==> src/rtl/rf_write_arbiter_pkg.sv <==
// Shared types and constants for the register-file write-port arbiter.
package rf_write_arbiter_pkg;

    localparam int          DEPTH_DEF        = 2;
    localparam int          STARVE_LIMIT_DEF = 4;
    localparam logic [3:0]  ADDR_PC          = 4'hF;

    typedef struct packed {
        logic        valid;
        logic [3:0]  wa;
        logic [31:0] wd;
    } q_entry_t;

endpackage

==> src/rtl/rf_wr_queue.sv <==
// Pending MDU result FIFO with squash-by-address and a pending-register mask.
// Latency: push visible at head and in pend_mask the cycle after the push.
// Backpressure: full from registered count only; caller must not push when full or pop when empty.
module rf_wr_queue
    import rf_write_arbiter_pkg::*;
#(
    parameter int DEPTH = DEPTH_DEF
) (
    input  logic        clk,
    input  logic        reset,
    input  logic        push_vld,
    input  q_entry_t    push_dat,
    input  logic        pop,
    input  logic        squash_vld,
    input  logic [3:0]  squash_wa,
    output logic        full,
    output logic        empty,
    output q_entry_t    head_dat,
    output logic [15:0] pend_mask
);

    localparam int AW = $clog2(DEPTH);

    q_entry_t        mem [DEPTH];
    logic [AW-1:0]   rd_ptr;
    logic [AW-1:0]   wr_ptr;
    logic [AW:0]     cnt;
    logic [AW-1:0]   idx;

    assign full     = (cnt == (AW+1)'(DEPTH));
    assign empty    = (cnt == '0);
    assign head_dat = mem[rd_ptr];

    always_ff @(posedge clk) begin
        if (reset) begin
            rd_ptr <= '0;
            wr_ptr <= '0;
            cnt    <= '0;
            for (int i = 0; i < DEPTH; i++) begin
                mem[i].valid <= 1'b0;
            end
        end else begin
            // The push slot is never occupied, so the push write may safely follow the squash loop.
            for (int i = 0; i < DEPTH; i++) begin
                if (squash_vld && mem[i].valid && (mem[i].wa == squash_wa)) begin
                    mem[i].valid <= 1'b0;
                end
            end
            if (push_vld) begin
                mem[wr_ptr] <= push_dat;
                wr_ptr      <= wr_ptr + 1'b1;
            end
            if (pop) begin
                rd_ptr <= rd_ptr + 1'b1;
            end
            cnt <= cnt + (AW+1)'(push_vld) - (AW+1)'(pop);
        end
    end

    always_comb begin
        pend_mask = '0;
        idx       = '0;
        for (int k = 0; k < DEPTH; k++) begin
            idx = rd_ptr + AW'(k);
            if (((AW+1)'(k) < cnt) && mem[idx].valid) begin
                pend_mask[mem[idx].wa] = 1'b1;
            end
        end
    end

endmodule

==> src/rtl/rf_write_arbiter.sv <==
// Shares the regfile write port between writeback and queued MDU results; address 15 goes to the PC.
// Latency: writeback combinational; MDU result written no earlier than the cycle after acceptance.
// Backpressure: md_ready=!full (registered); wb_stall when a starved queue head is forced.
module rf_write_arbiter
    import rf_write_arbiter_pkg::*;
#(
    parameter int DEPTH        = DEPTH_DEF,
    parameter int STARVE_LIMIT = STARVE_LIMIT_DEF
) (
    input  logic        clk,
    input  logic        reset,
    input  logic        wb_we,
    input  logic [3:0]  wb_wa,
    input  logic [31:0] wb_wd,
    input  logic        md_valid,
    input  logic [3:0]  md_wa,
    input  logic [31:0] md_wd,
    output logic        md_ready,
    output logic        wb_stall,
    output logic        rf_we,
    output logic [3:0]  rf_wa,
    output logic [31:0] rf_wd,
    output logic        pc_we,
    output logic [31:0] pc_wd,
    output logic [14:0] pend_mask,
    output logic        pc_pend
);

    localparam int SW = $clog2(STARVE_LIMIT + 1);

    q_entry_t        head;
    q_entry_t        push_dat;
    logic            q_full;
    logic            q_empty;
    logic [15:0]     q_pend;
    logic            head_valid;
    logic            force_head;
    logic            grant_head;
    logic            grant_wb;
    logic            wr_vld;
    logic [3:0]      wr_wa;
    logic [31:0]     wr_wd;
    logic            push;
    logic            pop;
    logic [SW-1:0]   starve_cnt;

    assign push_dat   = '{valid: 1'b1, wa: md_wa, wd: md_wd};
    assign md_ready   = !reset && !q_full;
    assign push       = md_valid && md_ready;
    assign head_valid = !q_empty && head.valid;
    assign force_head = head_valid && (starve_cnt >= SW'(STARVE_LIMIT));

    always_comb begin
        grant_head = 1'b0;
        grant_wb   = 1'b0;
        if (!reset) begin
            if (force_head) begin
                grant_head = 1'b1;
            end else if (wb_we) begin
                grant_wb   = 1'b1;
            end else if (head_valid) begin
                grant_head = 1'b1;
            end
        end
    end

    assign wb_stall = !reset && force_head && wb_we;
    assign wr_vld   = grant_head || grant_wb;
    assign wr_wa    = grant_head ? head.wa : wb_wa;
    assign wr_wd    = grant_head ? head.wd : wb_wd;
    assign rf_we    = wr_vld && (wr_wa != ADDR_PC);
    assign pc_we    = wr_vld && (wr_wa == ADDR_PC);
    assign rf_wa    = wr_wa;
    assign rf_wd    = wr_wd;
    assign pc_wd    = wr_wd;

    // A squashed head is drained immediately without using the write port.
    assign pop = !reset && !q_empty && (grant_head || !head.valid);

    assign pend_mask = q_pend[14:0];
    assign pc_pend   = q_pend[15];

    always_ff @(posedge clk) begin
        if (reset) begin
            starve_cnt <= '0;
        end else if (grant_head || !head_valid) begin
            starve_cnt <= '0;
        end else if (starve_cnt < SW'(STARVE_LIMIT)) begin
            starve_cnt <= starve_cnt + 1'b1;
        end
    end

    rf_wr_queue #(
        .DEPTH (DEPTH)
    ) u_queue (
        .clk        (clk),
        .reset      (reset),
        .push_vld   (push),
        .push_dat   (push_dat),
        .pop        (pop),
        .squash_vld (grant_wb),
        .squash_wa  (wb_wa),
        .full       (q_full),
        .empty      (q_empty),
        .head_dat   (head),
        .pend_mask  (q_pend)
    );

endmodule

==> config.mk <==
export PLATFORM = sky130hd
export DESIGN_NAME = rf_write_arbiter
export DESIGN_NICKNAME = d
export VERILOG_FILES = /design/src/rtl/rf_write_arbiter_pkg.sv /design/src/rtl/rf_wr_queue.sv /design/src/rtl/rf_write_arbiter.sv
export SDC_FILE = /design/constraint.sdc
export NUM_CORES = 1
export LEC_CHECK = 0
export ABC_CLOCK_PERIOD_IN_PS = 5800
export BUFFER_PORTS_ARGS = -buffer_cell sky130_fd_sc_hd__buf_4
export CAP_MARGIN = 10
export CORE_UTILIZATION = 53
export DETAILED_ROUTE_END_ITERATION = 16
export GPL_TIMING_DRIVEN = 0
export PLACE_DENSITY = 0.83
export SYNTH_ARGS = -nofsm -noshare
export SYNTH_HDL_FRONTEND = slang
export SYNTH_SLANG_ARGS = --single-unit
==> constraint.sdc <==
create_clock -name clk -period 5.8 [get_ports clk]
set_clock_uncertainty 0.05 [all_clocks]
set_input_delay 0.29 -clock clk [delete_from_list [all_inputs] [get_ports clk]]
set_output_delay 0.29 -clock clk [all_outputs]
set_load 0.005 [all_outputs]
# Word level (Yosys, flattened, before mapping)
# Memory sizes are Yosys's and may differ from the RTL's. A register that Yosys moved wholly into a read port is not among the register bits.
# Cells that the tools add are included.
# op_classes
addsub	5
magnitude_cmp	8
eq_ne	5
muxes	30
n_bitwise	3
n_reduce_logical	28
# op_table
op	n
two-way mux 16 bit	2
two-way mux 32 bit	1
two-way mux 1 bit	24
logical AND 1 bit	18
bitwise OR 16 bit	1
less-than comparator 4 x 5 -> 1 bit, second input constant	2
demux 1 bit (select 4 bit)	2
== test 4 bit	2
>= comparator 4 x 1 -> 1 bit, second input constant	2
zero test 1 bit	5
== test 4 bit, second input constant	1
less-than comparator 1 x 2 -> 1 bit, first input constant	2
two-way mux 4 bit	1
!= test 4 bit, second input constant	1
adder 3 x 1 -> 3 bit, second input constant	1
>= comparator 3 bit, second input constant	1
logical OR 1 bit	3
less-than comparator 3 bit, second input constant	1
adder 1 bit, second input constant	2
adder 2 x 1 -> 2 bit	1
== test 2 bit, second input constant	1
zero test 2 bit	1
bitwise OR 1 bit	2
OR reduction 2 bit	1
subtractor 2 x 1 -> 2 bit	1
# word_totals
register_bits	7
ram_bits	74
input_bits	76
out_inout_bits	88
mem_count	1
# mem_list
name	words	word_bits	rd	rd_clocked_by_memory_dff	wr	line	text
u_queue.mem	2	37	4	1	3	rf_wr_queue.sv:24	q_entry_t mem [DEPTH];

# Longest topological paths before layout
# Gate-level depths: netlist of the first run.
# depth
ltp_word	12
mapped_depth	9

# Cells and area by module
# Synthesis of the first run repeated with hierarchy kept, for this count alone.
# unflattened
cells_unflattened	332
area_unflattened_um2	4640.7
# modules_own_cells
module	instances	cells_each	area_each_um2	seq_area_each_um2
rf_wr_queue	1	233	3594.7	2322.2
rf_write_arbiter	1	99	1046.0	60.1

# Least setup slack after synthesis of the first run
# Ideal clock, no wire load.
# synth_timing
kind	input to register
from	input reset
to	memory u_queue.mem[0][0] (netlist name) (enable)
arrival_ns	2.332
required_ns	5.321
slack_ns	2.989
stages	4
path_cell_list	clkbuf_1 > a21oi_1 > nand2_1 > nor2_1
# synth_lines
element	line	text
start: declaration	rf_write_arbiter.sv:11	input logic reset,
end: declaration	rf_wr_queue.sv:24	

==> run summary, run 1 <==
Clock latency on the worst-skew pair, taken at its later pin, is 0.35 ns. The floorplan step set the die width to 91.3 microns. The number of antenna violations at the first check in global routing was 0. The footprint of the multi-input gates is 1460 sq um. For the finished layout, the period the worst path requires is 2.60 ns.

The tree is rooted in a clkbuf_8. The quantity of I/O buffers inserted on ports came out at 162. The required time of the critical path is 5.46 ns. The number of synthesized flops with an enable pin is 72.

The fraction of the cycle the final worst path needs is 0.448. The finished layout cell area is 5830 sq um. The post-synth net total came out at 444. The H-tree depth reported by CTS is 3. The biggest area contributor in the post-synthesis netlist is edfxtp_1. The most frequently used cell type in the post-synthesis netlist is edfxtp_1. The area used by sequential logic in the layout came out at 2360 sq um. The share of async-settable or async-resettable flops after synthesis came out at 0.

The worst setup path is launched from a register. In the final design database the tool counted 618 nets. Summing every instance area after synthesis gives 4220 sq um. The pin count of the biggest net entering global routing came out at 38.

The initial utilization of the core area, before any placement, comes to 0.546. The total power divided by cell area is 304 nW/um^2. The register-to-register setup slack is 3.68 ns. In the routed layout, each cell is associated on average with a via count of 5.32.

The final number of max-transition violations came out at 0. The congestion estimate from routability-driven global placement came to 0.881. The average cell area after synthesis is 11.6 sq um. Ranked by total cell area, the synthesized netlist is headed by edfxtp_1 (51%), mux2i_1 (8.5%), buf_4 (6.0%). The first-pass iteration count of the detailed router is 4. The worst setup path is captured at an output pin. The largest fanout of any net on the critical path is 10. The count of clock tree sinks came out at 82.

The number of max-capacitance violations reported is 0. The leftover overflow at the end of global routing is 0. The area enclosed by the die boundary came out at 8330 sq um. The via count of the first global-routing pass came to 3463.

The setup total negative slack came out at 0 ns. Of the cells placed in the final design, the portion with a size suffix greater than 1 is 0.438. The count of antenna diodes in the layout came out at 0.

The number of synthesized register bits came out at 82. The synthesized-area fraction occupied by ao, oa, aoi and oai cells is 0.105. The starting DRC count in detailed routing came out at 138. The placement row count is 32. The maximum achievable frequency came out at 385 MHz. The min-delay analysis places its worst path in the category input pin to register. The share of synthesized area in the top cell type comes to 0.512.

Of the post-synthesis cell area, the part taken by muxes is 0.0987. The post-CTS setup-driven buffer insertion count is 0. The slew at the pin closest to its max-slew limit came out at 0.887 ns. The netlist uses 43 different library cells. The worst slew slack as a fraction of its limit came out at 0.408. The final number of hold-violating endpoints is 0. The routed wire length came out at 10.5 mm. By area, the combinational part of the netlist is dominated by simple AND/OR/NAND/NOR gates. The post-cts sizing count came out at 0. VDD sags by at most 192 uV. The CTS buffer count is 9. The first global-routing pass estimated 16.6 mm of wire. The worst setup path is of the register to output pin kind.

In the synthesized netlist, the cells that appear most often are edfxtp_1 (72), nor2_1 (47), mux2i_1 (36). Setup repair after global routing left no endpoint under its margin. The die boundary height is 91.3 microns. The adder and majority gate portion of the synthesized area came out at 0.00889.

TritonCTS built the clock tree. The layout overhead on the synthesized area came out at 38.0%. Setup violations remaining at the end of the flow were counted as 0.

After detailed routing, the average wire length per cell comes to 16.2 microns. The count of yosys warnings during synthesis is 0. The endpoint identified for the worst register-to-register timing path is u_queue.mem[1][28].

The most critical setup path has its endpoint at rf_wd[30]. The global router's overall resource usage is 0.262. The run finished with clean final reports. Of the total synthesized cell area, the portion taken by XOR and XNOR cells is 0.0228. The number of ports placed on the die boundary is 164. The number of instances in the synthesized netlist came out at 365. The number of hold buffers added after CTS is 0.

The placed instance area is 5600 sq um. The startpoint identified for the worst hold timing path is md_wd[20]. Data on the critical path arrives at its endpoint at 2.26 ns. The detailed-route via count is 3439. Detailed placement finished with a half-perimeter wire length of 7.83 mm. The simple logic cell fraction of the synthesized area is 0.108.

The launch point of the worst reg-to-reg path is u_queue.cnt[0]. The region available for standard cell placement spans 7730 sq um. The final-layout fill cell count came out at 510. Summed over all cells, the static leakage comes to 2.40 nW. The length in cells of the worst reg-to-reg path came out at 5. The number of DRC violations after detailed routing came out at 0. After clock tree synthesis, the clock-pin slew on the worst setup and hold paths is 0.09 ns.

For this run, the register share of the synthesized area comes to 0.559. The post-detailed-route count of antenna-violating nets is 0. The deepest clock path buffer count came out at 2. Among all flip-flop cells after synthesis, the most frequent one is edfxtp_1.
## cell usage in the layout (no fill, tap or decap), drive strengths merged, types with 3 or more instances in the layout
master and instances:
inv 10, nor2b 3, nand3 5, and3b 3, o22ai 16, buf 210
nor3 7, edfxtp 72, clkbuf 16, ha 3, nand2b 3, dfxtp 10
nand2 10, a31oi 4, nor2 47, o21ai 6, a21oi 38, xnor2 9
nor3b 3, mux2i 37, and3 3, mux2 3
## critical path: stages (launching register included)
cell	delay (ns)
dfxtp_1	0.30
buf_4	0.16
mux2i_4	0.22
nor4_4	0.33
buf_6	0.20
buf_6	0.17
nor2_1	0.05
a21oi_1	0.23
buf_4	0.16
buf_4	0.09
## cell type report
type | count | share of cell area
Multi-Input combinational cell | 221 | 0.251
Timing Repair Buffer | 163 | 0.213
Buffer | 54 | 0.0648
Tap cell | 102 | 0.0219
Clock buffer | 9 | 0.0213
Sequential cell | 82 | 0.405
Clock inverter | 7 | 0.0172
Inverter | 8 | 0.00515
## sequential cells by signal, indices dropped and copies added, names as in the netlist, named ones only
name / cells
starve_cnt: 3
u_queue.cnt: 2
u_queue.mem: 74
u_queue.rd_ptr: 1
u_queue.wr_ptr: 1
## per-stage QoR
stage               worst slack [ns]  cells  hold slack [ns]  total power [W]   util
finish                          3.20    646           0.0614          0.00177  0.754
floorplan                       2.99    365            0.339          0.00110      -
detailed placement              3.54    630            0.381          0.00132  0.725
CTS                             3.21    646           0.0464          0.00178  0.754
global route                    3.10    646           0.0369          0.00185  0.754
global placement                2.09    629            0.373          0.00130  0.720
## kinds of logic after synthesis
group / after synthesis
and+or+nand+nor: 93
DFF: 82
AOI/OAI and AO/OA: 74
buffers and inverters: 62
muxes: 40
xor gates and xnor gates: 11
adders and majority gates: 3
## how the worst min path moves through the flow
stage	end	cells past startpoint	slack, ns
after floorplan	u_queue.mem[0][0]	0	0.34
after global placement	starve_cnt[0]	1	0.37
after detailed placement	starve_cnt[0]	1	0.38
after CTS	u_queue.mem[1][16]	1	0.05
after global routing	u_queue.mem[0][5]	1	0.04
final	u_queue.mem[0][20]	1	0.06
## report_power, final
part,switching [W],internal [W]
Sequential,0.0000280,0.000696
Combinational,0.000292,0.000293
Clock,0.000214,0.000246
Total,0.000534,0.00123
## metal layers
layer	GRT usage	share of wire
met1	0.305	0.39
met2	0.454	0.51
met3	0.0578	0.077
met4	0.132	0.028
met5	0	0
Note: power is estimated with default switching activity, not from simulation.
==> run 2, diff against run 1 <==
- ABC_CLOCK_PERIOD_IN_PS: 5800 -> 2500
- CORE_UTILIZATION: 53 -> 49
- PLACE_DENSITY: 0.83 -> 0.77
- clock period: 5.8 -> 2.5 ns (I/O delays scaled with it)
==> run 2 against run 1 <==
Against the previous run:
- sequential share of layout area is 2.4 points lower
- clock power is 110% higher
- core utilization is 0.45 points lower
- worst setup slack worse by 3.1 ns
- first-iteration DRC count is 8.7% higher
- worst hold slack better by 0.014 ns
- wire length is 7.6% higher
==> run summary, run 2 (same netlist as run 1, synthesis figures left out) <==
The via-per-instance ratio is 5.27 (-1.1%). The die boundary height came out at 94.8 microns (+3.9%). The worst slack at placement came out at 0.397 ns (-3.14 ns). The global router's overall resource usage came out at 0.253 (-0.00915). The top register by number of flip-flops is u_queue.mem. The finished layout cell area is 6190 sq um (+6.2%). The latest clock arrival within the worst-skew pair is 0.34 ns (about the same). The tree is rooted in a clkbuf_8. The detailed-route via count was 3607 (+4.9%). The category of the worst setup path capture point is an output pin. The deepest clock path buffer count came to 2 (unchanged). The placement row count came out at 33 (+3.1%). The first-pass iteration count of the detailed router is 4 (unchanged).

The largest vdd supply drop is 419 uV (+120%). The setup violation total in the final timing report is 0 (unchanged). The area enclosed by the die boundary is 8990 sq um (+8.0%).

The register-to-register setup slack is 0.40 ns (-3.28 ns). The final-layout fill cell count is 547 (+7.3%). The pin count of the biggest net entering global routing is 38 (unchanged). The post-layout minimum cycle time came out at 2.43 ns. The flow ran to the end, and the final reports show no timing, DRC or antenna violations. The net total in the final layout came out at 654 (+5.8%).

The leakage power total came out at 2.54 nW (+5.8%). The effective utilization at floorplan is 0.511 (-0.0351). The routed wire length came out at 11.3 mm (+7.6%). The arrival time reported for the critical path endpoint is 2.26 ns (about the same). The footprint of the multi-input gates came out at 1480 sq um (+1.5%).

The setup slack after layout is 0.0665 ns (-3.14 ns). The leftover overflow at the end of global routing is 0 (unchanged). The number of antenna violations at the first check in global routing came out at 0 (unchanged). The critical path depth was 9 (unchanged).

The H-tree depth reported by CTS is 3 (unchanged). The final number of max-transition violations was 0 (unchanged). The cell occurring most often along the worst timing path is buf_4.

The number of ports placed on the die boundary is 164 (unchanged). In the final layout, the registers with the most flip-flops are u_queue.mem (74), starve_cnt (3), u_queue.cnt (2). The top cell family by delay on the critical path is buffers and inverters. The CTS buffer count was 9 (unchanged).

The tightest min-delay check is of the input pin to register type. The leading cell type in the layout, fill and taps excluded is buf_4. The library cells used most frequently in the layout, excluding fill and tap cells, are buf_4 (196), edfxtp_1 (72), nor2_1 (46). The placeable core region is 8260 sq um (+6.9%). The via count of the first global-routing pass is 3557 (+2.7%). The final number of hold-violating endpoints came out at 0 (unchanged). The wire length per cell after detailed routing is 16.4 microns (+1.5%). In this run the critical register-to-register path is captured at u_queue.mem[1][23]. The signal on the critical path passes through buf_4 -> mux2i_4 -> nor4_4 -> buf_6 -> buf_6 -> nor2_1 -> a21oi_1 -> buf_4 -> buf_4. The required time of the critical path came out at 2.33 ns (-3.13 ns). The worst slew slack as a fraction of its limit came out at 0.394 (-0.0147).

The launch point of the worst reg-to-reg path is u_queue.cnt[0]. The share of post-route cells with drive strength above 1 was 0.421 (-0.0168). The register clock-pin slew on the reported worst setup and hold paths came out at 0.08 ns (about the same). The number of buffers and inverters on the critical path is 5 (unchanged). Static timing analysis puts the maximum clock frequency at 411 MHz. The global-route wire length before repair is 17.1 mm (+2.7%). The slew at the pin closest to its max-slew limit is 0.909 ns (+0.0220 ns).

The post-detailed-route count of antenna-violating nets came out at 0 (unchanged). The number of max-capacitance violations reported is 0 (unchanged). The total power divided by cell area came out at 659 nW/um^2 (+120%).

The count of antenna diodes in the layout is 0 (unchanged). Dividing the final minimum period by the clock period gives 0.973. The length in cells of the worst reg-to-reg path came out at 5 (unchanged).

The critical path is of the register to output pin type. The largest fanout of any net on the critical path came to 10 (unchanged). The layout overhead on the synthesized area came out at 46.6%.

The post-layout total power is 0.00408 W (+130%). Setup repair after global routing could not meet its margin everywhere. STA classifies the critical path startpoint as a register. The floorplan die width is 94.8 microns (+3.9%). The highest-delay cell along the critical path is nor4_4.

The count of clock tree sinks came to 82 (unchanged). The quantity of I/O buffers inserted on ports was 162 (unchanged). The half-perimeter wire length of the detailed placement result is 7.81 mm (-0.30%). The number of DRC violations after detailed routing is 0 (unchanged). TritonCTS built the clock tree. The delay contributed by the slowest stage of the critical path came to 0.32 ns (about the same). The area used by sequential logic in the layout is 2360 sq um (unchanged). The starting DRC count in detailed routing was 150 (+8.7%).

The number of flip-flops under the largest register name is 74 (unchanged). The placed instance area is 5610 sq um (about the same). The most critical setup path has its endpoint at rf_wd[18]. The global placement routability congestion came out at 0.913 (+3.7%).
-- run 2: changes by cell type in the layout (fill, tap and decap cells not counted), sizes merged --
| cell | before | now |
|---|---|---|
| dlygate4sd3 | 0 | 36 |
| bufinv | 2 | 1 |
| clkinv | 2 | 3 |
-- run 2: repair_timing --
item / 4_1_cts / 5_1_grt
hold endpoints to repair: 72 / 0
setup buffers: 0 / 0
hold buffers: 36 / 0
gates resized for setup: 0 / 6
setup endpoints to repair: 0 / 12
-- run 2: final cells by class --
class                      count  share of cell area
inverter                       8             0.00485
clock inverter                 7              0.0123
sequential                    82               0.382
clock buffer                   9              0.0200
timing repair buffer         199               0.259
multi-input combinational    221               0.240
tap                          105              0.0212
buffer                        54              0.0610
-- run 2: worst register-to-register path: stages, from the launching register on --
cell and delay [ns]:
dfxtp_1 0.38, inv_1 0.07, a21oi_1 0.17, nand2_1 0.15
inv_1 0.13, and2_2 0.75
-- run 2: where the power goes --
group	internal (W)	switching (W)
registers	0.00161	0.0000639
clock network	0.000469	0.000498
logic	0.000719	0.000717
-- run 2: routing by layer --
layer	vias to the layer above	routed length, microns	track usage
li1	1723	-	-
met1	1728	4560	0.286
met2	144	5940	0.471
met3	12	638	0.0580
met4	0	127	0.0720
met5	-	0	0
-- run 2: stage by stage --
stage | hold slack [ns] | utilization | TNS, ns | cells
floorplan | 0.174 | - | 0 | 365
global placement | 0.261 | 0.675 | -10.86 | 632
detailed placement | 0.262 | 0.679 | 0 | 633
CTS | 0.0560 | 0.747 | 0 | 685
global route | 0.0798 | 0.750 | -0.123 | 685
finish | 0.0757 | 0.750 | 0 | 685
-- run 2: worst min path at each step --
stage,slack [ns],to,cells past startpoint,from
after floorplan,0.17,u_queue.mem[0][0],0,md_wd[0]
after global placement,0.26,u_queue.mem[0][9],1,md_wd[9]
after detailed placement,0.26,u_queue.mem[0][18],1,md_wd[18]
after CTS,0.06,starve_cnt[0],3,wb_we
after global routing,0.08,starve_cnt[0],3,wb_we
final,0.08,starve_cnt[0],3,wb_we
